File: src/rtl/jk_bank_arbiter.sv
// Round-robin arbiter sharing a bank of WIDTH JK flip-flop bits between 4 requesters.
// A granted command applies its JK op to one bit for cnt+1 consecutive clocks.
module jk_bank_arbiter #(
  parameter int WIDTH = 8,
  parameter int IW    = 3,
  parameter int CW    = 4
) (
  input  logic             clk,
  input  logic             rst,
  input  logic [3:0]       req_valid,
  input  logic [7:0]       req_op,
  input  logic [4*IW-1:0]  req_idx,
  input  logic [4*CW-1:0]  req_cnt,
  output logic [3:0]       req_ready,
  input  logic             clr,
  output logic [WIDTH-1:0] q,
  output logic [WIDTH-1:0] q_bar,
  output logic             busy,
  output logic [1:0]       owner,
  output logic [3:0]       done,
  output logic             err
);

  typedef enum logic {IDLE, EXEC} state_t;

  localparam logic [IW:0] WLIM = (IW+1)'(WIDTH);

  state_t           state, state_next;
  logic [1:0]       ptr;
  logic [1:0]       op_r;
  logic [IW-1:0]    idx_r;
  logic [CW-1:0]    rem;
  logic [1:0]       cand;
  logic [1:0]       grant_id;
  logic             found;
  logic [3:0]       grant;
  logic             last;
  logic             in_range;
  logic [WIDTH-1:0] q_next;

  // Rotating priority: the first valid requester at or after ptr wins.
  always_comb begin
    cand     = '0;
    grant_id = '0;
    found    = 1'b0;
    for (int unsigned k = 0; k < 4; k++) begin
      cand = ptr + 2'(k);
      if (!found && req_valid[cand]) begin
        found    = 1'b1;
        grant_id = cand;
      end
    end
    grant = found ? (4'b0001 << grant_id) : '0;
  end

  assign req_ready = (state == IDLE) ? grant : '0;
  assign last      = (rem == '0);
  assign in_range  = ({1'b0, idx_r} < WLIM);
  assign busy      = (state == EXEC);
  assign q_bar     = ~q;

  always_comb begin
    state_next = state;
    case (state)
      IDLE:    if (found) state_next = EXEC;
      EXEC:    if (last)  state_next = IDLE;
      default: state_next = IDLE;
    endcase
  end

  // Bank update; clr wins over the JK update on the same edge.
  always_comb begin
    q_next = q;
    if (state == EXEC) begin
      for (int unsigned b = 0; b < WIDTH; b++) begin
        if (in_range && idx_r == IW'(b)) begin
          case (op_r)
            2'b01:   q_next[b] = 1'b0;
            2'b10:   q_next[b] = 1'b1;
            2'b11:   q_next[b] = ~q[b];
            default: q_next[b] = q[b];
          endcase
        end
      end
    end
    if (clr) q_next = '0;
  end

  always_ff @(posedge clk or posedge rst) begin
    if (rst) state <= IDLE;
    else     state <= state_next;
  end

  always_ff @(posedge clk or posedge rst) begin
    if (rst) begin
      q     <= '0;
      ptr   <= '0;
      owner <= '0;
      op_r  <= '0;
      idx_r <= '0;
      rem   <= '0;
      done  <= '0;
      err   <= 1'b0;
    end else begin
      q    <= q_next;
      done <= '0;
      err  <= 1'b0;
      case (state)
        IDLE: begin
          if (found) begin
            owner <= grant_id;
            op_r  <= req_op[2*grant_id +: 2];
            idx_r <= req_idx[IW*grant_id +: IW];
            rem   <= req_cnt[CW*grant_id +: CW];
          end
        end
        EXEC: begin
          if (last) begin
            ptr         <= owner + 2'd1;
            done[owner] <= 1'b1;
            err         <= ~in_range;
          end else begin
            rem <= rem - CW'(1);
          end
        end
        default: ;
      endcase
    end
  end

endmodule

File: config.mk
export PLATFORM = sky130hd
export DESIGN_NAME = jk_bank_arbiter
export DESIGN_NICKNAME = d
export VERILOG_FILES = /design/src/rtl/jk_bank_arbiter.sv
export SDC_FILE = /design/constraint.sdc
export NUM_CORES = 1
export LEC_CHECK = 0
export ABC_CLOCK_PERIOD_IN_PS = 5850
export CAP_MARGIN = 10
export CORE_ASPECT_RATIO = 2
export CORE_MARGIN = 2
export CORE_UTILIZATION = 47
export CTS_CLUSTER_DIAMETER = 120
export CTS_CLUSTER_SIZE = 16
export DETAILED_ROUTE_END_ITERATION = 10
export GPL_TIMING_DRIVEN = 0
export HOLD_SLACK_MARGIN = 0.05
export MAX_ROUTING_LAYER = met4
export PLACE_DENSITY = 0.86
export REMOVE_ABC_BUFFERS = 1
export SYNTH_ARGS = -nofsm -noshare
export SYNTH_HDL_FRONTEND = slang
export SYNTH_SLANG_ARGS = --single-unit
File: constraint.sdc
create_clock -name clk -period 5.85 [get_ports clk]
set_input_delay 1.17 -clock clk [delete_from_list [all_inputs] [get_ports clk]]
set_output_delay 1.17 -clock clk [all_outputs]
set_load 0.02 [all_outputs]
==> results of run 1 <==
## per-layer routing
metal / GRT usage [%] / up-vias / share of wire (%)
li1: - / 841 / -
met1: 24.4 / 819 / 34
met2: 42.2 / 64 / 58
met3: 0.994 / 12 / 3.6
met4: 10.6 / 0 / 3.8
met5: - / - / 0
## Yosys cell counts, types with 2 or more instances
cell	number
nand4b_1	2
nand3_1	11
a211oi_1	6
dfrtp_1	26
nor3b_1	2
nand2_1	7
mux2_4	2
nor2_1	10
a311oi_1	3
buf_1	2
clkbuf_1	6
and2_1	7
or4_1	2
inv_1	17
a211o_1	4
mux2_1	3
ha_1	8
a221o_1	4
nor3_1	2
nand2b_1	5
o21ai_0	15
buf_2	3
nor2b_1	5
mux2i_1	2
a221oi_1	3
a21oi_1	23
## worst paths after layout
| kind | to | cells after the start | slack (ns) |
|---|---|---|---|
| min in group asynchronous | rem[3]$_DFFE_PP0P_ | 2 | 1.44 |
| worst max register to register | idx_r[1]$_DFFE_PP0P_ | 5 | 3.70 |
| max in group asynchronous | idx_r[1]$_DFFE_PP0P_ | 2 | 3.81 |
| worst min-delay path | rem[1]$_DFFE_PP0P_ | 2 | 0.56 |
| worst max-delay path | req_ready[2] | 6 | 0.95 |
| worst min register to register | rem[1]$_DFFE_PP0P_ | 2 | 0.56 |
## worst max-delay path: stages
cell and delay (ns):
clkdlybuf4s50_1 0.59, or4_1 0.18, nand2b_1 0.31, nor3_2 0.65
and2_1 0.23, clkdlybuf4s50_1 0.60
## layout make-up
class	instances	area [µm²]	share of cell area, %
Clock buffer	4	55.1	2.17
Multi-Input combinational cell	144	1010	39.9
Timing Repair Buffer	69	691	27.3
Sequential cell	26	651	25.7
Tap cell	49	61.3	2.42
Inverter	17	63.8	2.52
## where the power goes
part           switching (mW)  internal, mW
clock network          0.0537        0.0600
logic                   0.306         0.271
registers              0.0773         0.244
## per-stage QoR
step	hold WS [ns]	worst slack (ns)
floorplan	0.500	2.28
global placement	0.524	1.01
detailed placement	0.535	0.953
CTS	0.559	0.950
global route	0.597	0.805
finish	0.556	0.950
## sequential cells by signal, summed over array words and instances (netlist names)
register and count:
op_r 2, q 8, rem 4, busy 1, done 4, idx_r 3
ptr 2, owner 2
## kinds of logic (layout without fill, tap and decap cells)
group / count (synthesis) / after routing / synth area share [%]
fa+ha+maj: 8 / 8 / 5.63
flops: 26 / 26 / 36.6
buf+inv: 29 / 90 / 6.55
simple gates: 63 / 63 / 22.0
compound gates: 65 / 65 / 24.2
other cells: 1 / 1 / 0.211
mux: 7 / 7 / 4.72
## layout by cell type (no fill, tap or decap), drive strengths merged
| master | n |
|---|---|
| clkdlybuf4s50 | 69 |
| dfrtp | 26 |
| a21oi | 23 |
| inv | 17 |
| o21ai | 15 |
| nand3 | 11 |
| nor2 | 11 |
| ha | 8 |
| nand2 | 7 |
| and2 | 7 |
| a211oi | 7 |
| nor2b | 6 |
| nand2b | 5 |
| mux2 | 5 |
| a211o | 4 |
| a221o | 4 |
| clkbuf | 4 |
| a221oi | 4 |
| a311oi | 3 |
| nor3 | 3 |
| or4 | 2 |
| nand4b | 2 |
| nor3b | 2 |
| mux2i | 2 |
| nor4bb | 1 |
| nand4bb | 1 |
| nor4 | 1 |
| and4b | 1 |
| and2b | 1 |
| o211a | 1 |
| o22a | 1 |
| o22ai | 1 |
| a22oi | 1 |
| a21o | 1 |
| and3 | 1 |
| nand3b | 1 |
| conb | 1 |
==> results.md, run 1 <==
* GPL Wtd Cong at 0.833
* Hold Vio Cnt, Final at 0
* Drt wl/cell at 15.1 µm
* Count of cell types in the netlist at 45
* Result of the run: complete, no violations
* Relative slew slack at 33.8%
* IO Port Bufs at 69
* Initial antenna violation count at 0
* CTS tree: yes
* Cts hold-fix bufs at 0
* Worst setup SP type: input pin
* Largest net degree at the start of global routing at 27
* Tot Pwr at about 1.0 mW
* Layout cells sized above 1 at 4.62%
* Clk_lat worst skew at approximately 0.26 ns
* IO Count at 71
* Pwr dens at 400 mW/mm²
* Pins Over Slew Limit at 0
* Die X at 47.5 µm
* CP arrival at 3.73 ns
* WP data required at 4.68 ns
* Drc violations at 0
* Period utilization at between 80% and 90%
* Post-Synthesis Cells at 199
* Min Clock Period, post-route at 4.90 ns
* Syn. warnings at 0
* DR vias at 1,736
* Leak at 1.05 nW
* Post-CTS setup buffers at 0
* Worst vdd ir at 238 µV
* Filler instances at about 280
* CTS buffer count at 3
* Syn_area_per_cell at 8.93 µm²
* Synth area leaders: dfrtp_1 (37%), a21oi_1 (6.5%), ha_1 (5.6%)
* Core Box Area at 0.00361 mm²
* Starting Density at 49.3%
* Achievable Freq at 0.204 GHz
* Max Cap Violations at 0
* RR Startpoint: ptr[0]$_DFFE_PP0P_
* Die Y at around 91 µm
* Synth-to-layout area growth at 42.5%
* Post-DP Area at 0.00248 mm²
* Mapped cell area at 0.00178 mm²
* Post-synth EDFFs at 0
* Post-CTS sizing at 0
* Final Skew at 0.00241 ns
* ANT nets after route at 0
* First-pass GRT wire length at 7540 µm
* Worst hold start: rem[1]$_DFFE_PP0P_
* Worst slew pin tran at 0.991 ns
* Final Core Density at 70.2%
* Row cnt at 31
* CTS H-tree lvls at 1
* Critical path type: input pin to output pin
* Vias in the first global route at around 1,700
* Flops & latches, synth at 26
* Fin nets at 312
* Vias/cell at between 5 and 6
* Setup crit start: req_valid[0]
* Fraction of registers with async set/reset at 100%
* Crit Path Max Fanout at 13
* Post-Route WL at roughly 4700 µm
* Grt total ovfl at 0
* Final TNS setup at 0 ns
* Critical Path End Type: output pin
* DR iter-0 viols at 48
* Root cell of the clock tree: clkbuf_8
* Post-route cell area at 0.00253 mm²
* Sequential area share after synthesis at 36.6%
* RSZ-0062 raised after global routing: no
* Longest Clk Path Bufs at 2
* Worst hold path class: register to register
* Area share of the largest cell type after synthesis at 36.6%
* Die area at 0.00432 mm²
* CTS Sinks at 26
* Clock slew at reported path FFs at around 0.090 ns
* Setup-failing EPs final at 0
* Cells after DPL at 305
* First-pass iteration count of the detailed router at 5
* Inserted Diodes at 0
* GRT Overall Usage at about a quarter
* Detailed Place HPWL at approximately 3700 µm
* Yosys top cell by area: dfrtp_1
* Cell Count, Final, Fillers Out at a little over 300
* Main synth FF type: dfrtp_1
Note: power is estimated with default switching activity, not from simulation.
==> run 2: changes to the inputs <==
ABC_CLOCK_PERIOD_IN_PS = 5100   (was 5850)
CORE_UTILIZATION = 44   (was 47)
PLACE_DENSITY = 0.81   (was 0.86)
clock period = 5.1 ns   (was 5.85 ns; I/O delays follow)
==> results.md, run 2 (same netlist as run 1, synthesis figures left out) <==
* Worst hold path class: register to register
* Post-CTS sizing at 0 (unchanged)
* IO Port Bufs at 69 (unchanged)
* First-pass iteration count of the detailed router at 4 (-1)
* Critical Path End Type: output pin
* Core Box Area at 0.00388 mm² (+7.7%)
* Drt wl/cell at 14.3 µm (-4.8%)
* Leak at 1.05 nW (unchanged)
* Pwr dens at 456 mW/mm² (+14%)
* WP data required at 4.08 ns (-0.60 ns)
* ANT nets after route at 0 (unchanged)
* Die Y at 93.9 µm (+3.2%)
* Worst path max stage delay at 0.62 ns (-0.03 ns)
* Setup-failing EPs final at 0 (unchanged)
* Result of the run: complete, no violations
* Starting Density at 45.7% (-3.5 points)
* Max Cap Violations at 0 (unchanged)
* CP cell instances: clkdlybuf4s50_1, or4_1, nand2b_1, nor3_2, nor2b_1, clkdlybuf4s50_1
* IO Count at 71 (unchanged)
* Vias/cell at 5.46 (-2.8%)
* Pins Over Slew Limit at 0 (unchanged)
* Die X at 48.9 µm (+3.1%)
* Crit path buf inv count at 2 (unchanged)
* Vias in the first global route at 1,693 (-1.2%)
* Inserted Diodes at 0 (unchanged)
* Largest net degree at the start of global routing at 27 (unchanged)
* Grt total ovfl at 0 (unchanged)
* Largest registers: q x8, done x4, rem x4
* Critical path type: input pin to output pin
* DR iter-0 viols at 27 (-44%)
* Critical Path Slowest Stage Cell: clkdlybuf4s50_1
* Crit Path Max Fanout at 13 (unchanged)
* Hold Vio Cnt, Final at 0 (unchanged)
* Die area at 0.00459 mm² (+6.4%)
* CTS tree: yes
* RSZ-0062 raised after global routing: no
* CP arrival at 3.52 ns (-0.21 ns)
* Worst vdd ir at 241 µV (+1.2%)
* Min Clock Period, post-route at 4.54 ns
* Period utilization at 89.1%
* Commonest non-fill, non-tap cell in the layout: clkdlybuf4s50_1
* Initial antenna violation count at 0 (unchanged)
* Synth-to-layout area growth at 42.6% (about the same)
* Post-CTS setup buffers at 0 (unchanged)
* Final Skew at 0.00409 ns (+0.00168 ns)
* GRT Overall Usage at 21.3% (-2.4 points)
* Relative slew slack at 33.8% (about the same)
* Layout cells sized above 1 at 4.62% (unchanged)
* Final TNS setup at 0 ns (unchanged)
* Delay-heaviest family, CP: simple AND/OR/NAND/NOR gates
* Cts hold-fix bufs at 0 (unchanged)
* Cell mode on critical path: clkdlybuf4s50_1
* Clk_lat worst skew at 0.27 ns (about the same)
* Achievable Freq at around 0.22 GHz
* Most frequent cells in the layout: clkdlybuf4s50_1 (69), dfrtp_1 (26), a21oi_1 (23)
* DR vias at 1,699 (-2.1%)
* Post-Route WL at 4460 µm (-4.1%)
* Clock slew at reported path FFs at 0.08 ns (about the same)
* Top reg by flops: q
* GPL Wtd Cong at 0.819 (-1.7%)
* Root cell of the clock tree: clkbuf_8
* Tot Pwr at 1.16 mW (+14%)
* Longest Clk Path Bufs at 2 (unchanged)
* Worst setup SP type: input pin
* Max reg flops at 8 (unchanged)
* CTS buffer count at 3 (unchanged)
* CTS Sinks at 26 (unchanged)
* Fin nets at 312 (unchanged)
* CTS H-tree lvls at 1 (unchanged)
* Worst slew pin tran at 0.991 ns (+0.0000824 ns)
* First-pass GRT wire length at 7480 µm (-0.82%)
* Drc violations at 0 (unchanged)
* Detailed Place HPWL at 3610 µm (-2.3%)
* Row cnt at 32 (+3.2%)
run 2: cell counts in the layout (fill, tap and decap cells not counted):
Identical to the previous run, type by type.
run 2: cell type report:
class                           count  area (µm²)
Fill cell                         323        1350
Inverter                           17        63.8
Multi-Input combinational cell    144        1010
Sequential cell                    26         651
Timing Repair Buffer               69         691
Clock buffer                        4        55.1
Tap cell                           51        63.8
run 2: worst register-to-register path, stage by stage, from the launching register on:
cell and delay, ns:
dfrtp_1 0.46, nand2b_1 0.19, and4b_1 0.31, nor2_4 0.34
mux2_1 0.37, a221o_1 0.32
run 2: report_power, final:
group | internal, mW | total [mW] | switching (mW)
combinational | 0.310 | 0.657 | 0.347
clock | 0.0690 | 0.131 | 0.0623
sequential | 0.280 | 0.367 | 0.0866
total | 0.660 | 1.16 | 0.496
run 2: per-stage QoR:
stage | hold slack [ns] | utilization [%] | std cells | area [µm²] | setup slack, ns
after detailed placement | 0.534 | 63.8 | 307 | 2480 | 0.528
after CTS | 0.553 | 65.2 | 311 | 2530 | 0.524
after global placement | 0.523 | 63.8 | 307 | 2480 | 0.594
final | 0.549 | 65.2 | 311 | 2530 | 0.557
after floorplan | 0.500 | - | 187 | 1720 | 1.83
after global routing | 0.602 | 65.2 | 311 | 2530 | 0.376
run 2: path summary, 6_finish.rpt:
| check | from | end | slack [ns] | cells past startpoint |
|---|---|---|---|---|
| min reg2reg | rem[1]$_DFFE_PP0P_ | rem[1]$_DFFE_PP0P_ | 0.55 | 2 |
| min | rem[1]$_DFFE_PP0P_ | rem[1]$_DFFE_PP0P_ | 0.55 | 2 |
| max | req_valid[3] | req_ready[3] | 0.56 | 6 |
| max in group asynchronous | rst | q[5]$_DFFE_PP0P_ | 3.21 | 2 |
| max reg2reg | ptr[0]$_DFFE_PP0P_ | op_r[1]$_DFFE_PP0P_ | 2.99 | 5 |
| min in group asynchronous | rst | done[2]$_DFF_PP0_ | 1.29 | 2 |
run 2: per-layer routing:
layer	vias up	global-route usage, %	wire length (µm)
met5	-	-	0
met4	0	10.0	104
met3	8	0.796	138
met2	61	41.0	2640
met1	787	21.8	1580
li1	843	-	-
==> run 3: changes to the inputs <==
--- a/config.mk
+++ b/config.mk
@@ -11,3 +11,4 @@
 export CORE_MARGIN = 2
-export CORE_UTILIZATION = 44
+export CORE_UTILIZATION = 45
+export CTS_BUF_LIST = sky130_fd_sc_hd__clkbuf_4 sky130_fd_sc_hd__clkbuf_8
 export CTS_CLUSTER_DIAMETER = 120
@@ -18,4 +19,5 @@
 export MAX_ROUTING_LAYER = met4
-export PLACE_DENSITY = 0.81
+export PLACE_DENSITY = 0.83
 export REMOVE_ABC_BUFFERS = 1
+export SKIP_CTS_REPAIR_TIMING = 1
 export SYNTH_ARGS = -nofsm -noshare
==> constraint.sdc (replaced) <==
create_clock -name clk -period 5.1 [get_ports clk]
set_input_delay 0.765 -clock clk [delete_from_list [all_inputs] [get_ports clk]]
set_output_delay 0.765 -clock clk [all_outputs]
set_load 0.02 [all_outputs]
==> results.md, run 3 (same netlist as run 1, synthesis figures left out) <==
* WP data required at 4.34 ns (+0.26 ns)
* Delay-heaviest family, CP: simple AND/OR/NAND/NOR gates
* Row cnt at 32 (unchanged)
* Initial antenna violation count at 0 (unchanged)
* Top reg by flops: q
* Tot Pwr at 1.15 mW (-0.29%)
* Die area at 0.00450 mm² (-2.1%)
* Core Box Area at 0.00380 mm² (-2.1%)
* Most frequent cells in the layout: clkdlybuf4s50_1 (69), dfrtp_1 (26), a21oi_1 (23)
* Post-route cell area at 0.00252 mm² (-0.54%)
* Layout cells sized above 1 at 4.25% (-0.37 points)
* Grt total ovfl at 0 (unchanged)
* Inserted Diodes at 0 (unchanged)
* ANT nets after route at 0 (unchanged)
* GPL Wtd Cong at 0.834 (+1.8%)
* Post-Route WL at 4780 µm (+7.3%)
* Final Skew at 0.00149 ns (-0.00260 ns)
* Hold Vio Cnt, Final at 0 (unchanged)
* DR iter-0 viols at 30 (+11%)
* Setup-failing EPs final at 0 (unchanged)
* GRT Overall Usage at 22.5% (+1.2 points)
* Clk_lat worst skew at 0.27 ns (about the same)
* Drt wl/cell at 15.4 µm (+7.6%)
* Detailed Place HPWL at 3830 µm (+6.0%)
* Metal2 WL at 2750 µm (+4.2%)
* Max Cap Violations at 0 (unchanged)
* Max layer used: met4
* Vias/cell at 5.61 (+2.7%)
* Synth-to-layout area growth at 41.8%
* Largest registers: q x8, done x4, rem x4
* Commonest non-fill, non-tap cell in the layout: clkdlybuf4s50_1
* Achievable Freq at 0.244 GHz (+11%)
* Pwr dens at 457 mW/mm² (+0.25%)
* Critical Path End Type: output pin
* Worst hold path class: register to register
* Post-Route M1 WL at 1700 µm (+7.6%)
* RSZ-0062 raised after global routing: no
* Result of the run: complete, no violations
* Longest Clk Path Bufs at 2 (unchanged)
* Max reg flops at 8 (unchanged)
* Leak at 1.04 nW (-0.69%)
* Critical path type: input pin to output pin
* Vias in the first global route at 1,739 (+2.7%)
* Pins Over Slew Limit at 0 (unchanged)
* Root cell of the clock tree: clkbuf_8
* CP cell instances: clkdlybuf4s50_1, or4_1, nand2b_1, nor3_2, nor2b_1, clkdlybuf4s50_1
* CTS buffer count at 3 (unchanged)
* First-pass GRT wire length at 7880 µm (+5.3%)
* CTS Sinks at 26 (unchanged)
* IO Port Bufs at 69 (unchanged)
* Period utilization at 80.5% (-8.6 points)
* Crit Path Max Fanout at 13 (unchanged)
* CP arrival at 3.34 ns (-0.18 ns)
* Metal3 WL at 189 µm (+37%)
* Critical Path Slowest Stage Cell: nor3_2
* Starting Density at 46.7% (+0.96 points)
* Relative slew slack at 35.2% (+1.4 points)
* Largest net degree at the start of global routing at 27 (unchanged)
* Fin nets at 312 (unchanged)
* Worst vdd ir at 254 µV (+5.3%)
* Crit path buf inv count at 2 (unchanged)
* Clock slew at reported path FFs at 0.09 ns (about the same)
* Die Y at 92.9 µm (-1.1%)
* Cell mode on critical path: clkdlybuf4s50_1
* CTS H-tree lvls at 1 (unchanged)
* Fin Hold WS at 0.557 ns (+0.00769 ns)
* Drc violations at 0 (unchanged)
* Final TNS setup at 0 ns (unchanged)
* Die X at 48.4 µm (-1.0%)
* Worst setup SP type: input pin
* IO Count at 71 (unchanged)
* First-pass iteration count of the detailed router at 5 (+1)
* Min Clock Period, post-route at 4.11 ns (-0.438 ns)
* Post-DP Area at 0.00248 mm² (unchanged)
* Worst slew pin tran at 0.971 ns (-0.0206 ns)
* Worst path max stage delay at 0.68 ns (+0.06 ns)
* CTS tree: yes
* DR vias at 1,740 (+2.4%)
## run 3: cell types whose count changed in the layout (fill, tap and decap cells not counted)
cell	before	now
clkbuf_8	4	3
## run 3: routing by layer
metal | track usage, % | vias up
li1 | - | 841
met1 | 22.1 | 825
met2 | 43.8 | 63
met3 | 1.77 | 11
met4 | 10.5 | 0
met5 | - | -
## run 3: layout make-up
class                   instances  area, µm²
clock buffers                   3       41.3
fillers                       317       1280
inverters                      17       63.8
multi-input cells             144       1010
flip-flops and latches         26        651
well taps                      51       63.8
repair buffers                 69        691
## run 3: path summary, 6_finish.rpt
kind,endpoint,slack [ns],cells after the start,startpoint
max in group asynchronous,rem[3]$_DFFE_PP0P_,3.49,2,rst
max,req_ready[3],0.99,6,req_valid[0]
min reg2reg,idx_r[2]$_DFFE_PP0P_,0.56,2,idx_r[2]$_DFFE_PP0P_
min,idx_r[2]$_DFFE_PP0P_,0.56,2,idx_r[2]$_DFFE_PP0P_
min in group asynchronous,done[0]$_DFF_PP0_,1.02,2,rst
max reg2reg,idx_r[1]$_DFFE_PP0P_,2.94,5,ptr[0]$_DFFE_PP0P_
## run 3: power by group
part           leakage (nW)  switching, mW  internal, mW
Sequential            0.333         0.0898         0.280
Combinational         0.686          0.355         0.312
Clock                0.0216         0.0619        0.0529
## run 3: stage by stage
step                      cells  setup WS (ns)  util [%]
final                       310          0.995      66.3
after global routing        310          0.841      66.3
after CTS                   310          0.980      66.3
after detailed placement    307          0.981      65.2
after global placement      307           1.04      65.2
after floorplan             187           2.34         -
## run 3: worst reg2reg max path: cells and delay by family, from the launching register on
| kind | cells | cell delay [ns] |
|---|---|---|
| AO/OA/AOI/OAI | 1 | 0.32 |
| flip-flops | 1 | 0.47 |
| AND/OR/NAND/NOR | 3 | 0.87 |
| multiplexers | 1 | 0.39 |
